`src/rtl/cnt_pkg.sv`:
```
// Shared constants and parameter-legality helper for the modulo-N counter family.
package cnt_pkg;

    localparam logic CNT_UP = 1'b1;
    localparam logic CNT_DN = 1'b0;

    // Legal: 1 <= width <= 32 and 2 <= modulus <= 2**width
    function automatic bit modulus_legal(input int unsigned width, input longint unsigned modulus);
        return (width >= 32'd1) && (width <= 32'd32) &&
               (modulus >= 64'd2) && (modulus <= (64'd1 << width));
    endfunction

endpackage

```
`src/rtl/cnt_next_state.sv`:
```
// Combinational next-state logic for param_mod_counter: load/count/hold, wrap and terminal.
module cnt_next_state
    import cnt_pkg::*;
#(
    parameter int unsigned      WIDTH   = 4,
    parameter longint unsigned  MODULUS = 16
) (
    input  logic [WIDTH-1:0] q,
    input  logic [WIDTH-1:0] d,
    input  logic             ld_n,
    input  logic             ctp,
    input  logic             ctt,
    input  logic             ud,
    output logic [WIDTH-1:0] next_q,
    output logic             wrap_next,
    output logic             terminal
);

    localparam logic [WIDTH-1:0] MAX_Q = WIDTH'(MODULUS - 64'd1);

    // Priority: load > count > hold; out-of-range values wrap on the next count
    always_comb begin
        next_q    = q;
        wrap_next = 1'b0;
        terminal  = (ud == CNT_UP) ? (q == MAX_Q) : (q == '0);
        if (!ld_n) begin
            next_q = d;
        end else if (ctp && ctt) begin
            if (ud == CNT_UP) begin
                if (q >= MAX_Q) begin
                    next_q    = '0;
                    wrap_next = 1'b1;
                end else begin
                    next_q = q + WIDTH'(1);
                end
            end else begin
                if ((q == '0) || (64'(q) >= MODULUS)) begin
                    next_q    = MAX_Q;
                    wrap_next = 1'b1;
                end else begin
                    next_q = q - WIDTH'(1);
                end
            end
        end
    end

endmodule

```
`src/rtl/param_mod_counter.sv`:
```
// Parametrised modulo-N counter with load, P/T enables, ripple carry and registered wrap flag.
// Define CNT_UPDOWN_EN to add the UD direction port (default build counts up only).
module param_mod_counter
    import cnt_pkg::*;
#(
    parameter int unsigned      WIDTH   = 4,
    parameter longint unsigned  MODULUS = 16
) (
    input  logic             CP,
    input  logic             CR,
    input  logic             LD,
    input  logic             CTP,
    input  logic             CTT,
    input  logic [WIDTH-1:0] D,
`ifdef CNT_UPDOWN_EN
    input  logic             UD,
`endif
    output logic [WIDTH-1:0] Q,
    output logic             Co,
    output logic             WRAP
);

    if (!modulus_legal(WIDTH, MODULUS)) begin : g_bad_modulus
        $error("param_mod_counter: illegal WIDTH/MODULUS combination");
    end

    logic [WIDTH-1:0] q_q;
    logic [WIDTH-1:0] q_d;
    logic             wrap_q;
    logic             wrap_d;
    logic             terminal_c;
    logic             ud_c;

`ifdef CNT_UPDOWN_EN
    assign ud_c = UD;
`else
    assign ud_c = CNT_UP;
`endif

    cnt_next_state #(
        .WIDTH   (WIDTH),
        .MODULUS (MODULUS)
    ) u_next (
        .q         (q_q),
        .d         (D),
        .ld_n      (LD),
        .ctp       (CTP),
        .ctt       (CTT),
        .ud        (ud_c),
        .next_q    (q_d),
        .wrap_next (wrap_d),
        .terminal  (terminal_c)
    );

    always_ff @(posedge CP or posedge CR) begin
        if (CR) begin
            q_q    <= '0;
            wrap_q <= 1'b0;
        end else begin
            q_q    <= q_d;
            wrap_q <= wrap_d;
        end
    end

    // Carry is combinational so cascaded stages see it within the same cycle
    assign Co   = CTT & terminal_c;
    assign Q    = q_q;
    assign WRAP = wrap_q;

endmodule

```
`config.mk`:
```
export PLATFORM = sky130hd
export DESIGN_NAME = param_mod_counter
export DESIGN_NICKNAME = d
export VERILOG_FILES = /design/src/rtl/cnt_pkg.sv /design/src/rtl/cnt_next_state.sv /design/src/rtl/param_mod_counter.sv
export SDC_FILE = /design/constraint.sdc
export NUM_CORES = 1
export LEC_CHECK = 0
export CAP_MARGIN = 20
export CORE_AREA = 2 2 39 41
export DETAILED_ROUTE_END_ITERATION = 12
export DIE_AREA = 0 0 41 43
export GPL_ROUTABILITY_DRIVEN = 0
export PLACE_DENSITY = 0.58
export SYNTH_ARGS = -nofsm -noshare
export SYNTH_HDL_FRONTEND = slang
export SYNTH_SLANG_ARGS = --single-unit
export TNS_END_PERCENT = 30
```
`constraint.sdc`:
```
create_clock -name CP -period 1.31 [get_ports CP]
set_input_delay 0.262 -clock CP [delete_from_list [all_inputs] [get_ports CP]]
set_output_delay 0.262 -clock CP [all_outputs]
set_load 0.02 [all_outputs]
```
==> impl_metrics.yaml <==
timing:
  maxSlewViolCount: 0
  fin_crit_sh_pct: 102
  fmax_mhz: 750
  hold_viol: 0
  fin_skew_ps: 3.03
  slew_headroom_pct: 79.1
  rsz0062_at_grt: "yes"
  period_needed_ps: 1330
  whs_ps: 225
  setup_viol: 1
  worstMarginPinSlew_ps: 313
  fin_ws_ps: -22.8
logic_synthesis:
  syn_nets: 42
  muxShareOfSynthArea_pct: 3.69
  ys_ff_latch: 5
  synthAdderAreaFrac_pct: 4.61
  yosys_warnings: 0
  synth.avg_cell_area_sq_um: 8.48
  synth-simple-area-share_pct: 26.3
  synth_compound_area_share_pct: 12.0
  syn_area_sq_um: 272
  synth.distinct_cells: 15
  seq_area_frac_synth_pct: 46.1
  synth_top_family_by_area: "simple AND/OR/NAND/NOR gates"
  synth-xor-area-share_pct: 3.23
  synthesis.instances: 32
clock_network:
  clockBufferDepth: 2
  numCtsBuffers: 3
  clkLatencyLatePin_ps: 240
  cts_tree: "done"
  root_buffer: "clkbuf_4"
  cts_htree_levels: 1
  clkSinkCount: 5
  cts.clk_slew.worst_paths_ps: 40
  hold_buffers: 0
  postCtsSetupBuffers: 0
worst_setup_path:
  crit_type: "register to primary output"
  critPathRequiredTime_ps: 1050
  crit_slowest_cell: "dfrtp_2"
  cp.depth: 4
  crit_fanout: 3
  critical_path_arrival_ps: 1070
  critPathMaxStageDelay_ps: 420
  critPathTopFamily: "flip-flops"
  r2r_slack_ps: 50
  reg2regPathDepth: 4
  crit_buf_inv: 1
  end_kind: "primary output"
  path_cells: "ha_4, nand3_4, nor2_1, buf_4"
  crit_path_start_kind: "register"
floorplan:
  core_area_sq_um: 1380
  die_height_um: 43
  dieArea_sq_um: 1760
  num_rows: 14
  initial_core_util_pct: 19.6
  io_pins: 15
  die_x_um: 41
routing:
  vias: 292
  dr.first_iter.drc_count: 5
  routed_wl_um: 652
  post_drt_wl_per_cell_um: 9.06
  routed_via_density: 4.06
  dr.pass1.iters: 4
  drc_errors: 0
  drtAntennaViolNets: 0
run_status:
  violations: "setup timing"
  outcome: "finished with violations"
final_layout:
  drive_gt1_share_pct: 35.7
  layout_common_cells: "7 x buf_4, 6 x nor2_1, 6 x clkdlybuf4s50_1"
  fillCellCount: 156
  final_common_cell: "buf_4"
  n_antenna_cell: 0
  area_growth_pct: 89.9
  multi_input_area_sq_um: 160
  fin_nets: 67
  seqCellArea_sq_um: 128
hold_path:
  hold_class: "input pin to async pin"
global_route:
  grt_util_all_layers_pct: 9.88
  grt_pass1_wl_um: 1110
  grt_pass1_vias: 270
  grt_max_degree: 10
  grt_antenna_before_repair: 0
  overflow: 0
place:
  dp_slack_ps: -422
  dp_hpwl_um: 519
  portBuffers: 14
power:
  total_power_w: 0.000527
  p_leak_nw: 0.244
  cellPowerDensity_nw_per_um2: 1020
  ir_worst_vdd_uv: 631
run:
  max_cap_violations: 0
metal layers:
metal  GRT usage (%)  vias up  wire, um
met2            11.9       12       293
li1                -      158         -
met5               0        -         0
met1            12.4      122       280
met3            8.38        0        77
met4            4.00        0         0
layout make-up:
cell class,count,area share [%]
Multi-Input combinational cell,24,31.1
Inverter,2,1.46
Timing Repair Buffer,21,33.7
Tap cell,16,3.88
Clock buffer,4,5.10
Sequential cell,5,24.8
power by group:
| part | leakage [nW] | internal (W) | switching [W] | total (W) |
|---|---|---|---|---|
| sequential | 0.0571 | 0.000171 | 0.0000145 | 0.000185 |
| clock | 0.0150 | 0.000115 | 0.0000610 | 0.000176 |
| combinational | 0.172 | 0.0000878 | 0.0000780 | 0.000166 |
| total | 0.244 | 0.000374 | 0.000153 | 0.000527 |
worst reg2reg max path, delay by kind of cell, from the launching register on:
| family | cells | cell delay (ps) |
|---|---|---|
| and+or+nand+nor | 2 | 410 |
| AOI/OAI and AO/OA | 1 | 180 |
| DFF | 1 | 420 |
| adders and majority gates | 1 | 180 |
registers in the layout, indices dropped and copies added (netlist names):
register	cells
WRAP	1
Q	4
final timing paths:
kind | startpoint | endpoint
setup / recovery | Q[1]$_DFFE_PP0P_ | Co
hold / removal | CR | WRAP$_DFF_PP0_
setup reg to reg | Q[1]$_DFFE_PP0P_ | Q[0]$_DFFE_PP0P_
hold reg to reg | Q[3]$_DFFE_PP0P_ | WRAP$_DFF_PP0_
max in group asynchronous | CR | Q[1]$_DFFE_PP0P_
min in group CP | CTP | WRAP$_DFF_PP0_
Yosys cell counts, drive strengths merged:
library cell / number / area share [%]
nor2: 6 / 8.3
inv: 2 / 2.8
ha: 1 / 4.6
o21ai: 1 / 1.8
nand3: 4 / 7.4
a31oi: 2 / 4.6
mux2i: 1 / 3.7
nand2: 3 / 5.1
dfrtp: 5 / 46
or3b: 1 / 3.2
clkbuf: 1 / 1.4
or3: 1 / 2.3
a21oi: 3 / 5.5
xor2: 1 / 3.2
what timing repair did:
item	in CTS	in global routing
setup endpoints to repair	7	6
gates cloned	0	0
resized for setup	19	5
pin swaps	2	2
logic make-up (layout without fill, tap and decap cells):
kind of cell	Yosys count	after routing
flip-flops	5	5
AO/OA/AOI/OAI	6	6
buffers and inverters	3	27
AND/OR/NAND/NOR	15	15
adder cells (fa/ha/maj)	1	1
XOR/XNOR	1	1
multiplexers	1	1
per-stage QoR:
stage | util [%] | setup TNS, ps | cell area, sq um | cells
detailed placement | 36.2 | -1120 | 500 | 68
floorplan | - | 0 | 292 | 32
global route | 37.3 | -104 | 515 | 72
CTS | 37.7 | -90.5 | 522 | 72
global placement | 36.2 | -1060 | 500 | 68
finish | 37.3 | -22.8 | 515 | 72
Power figures use the tool's default switching activity.
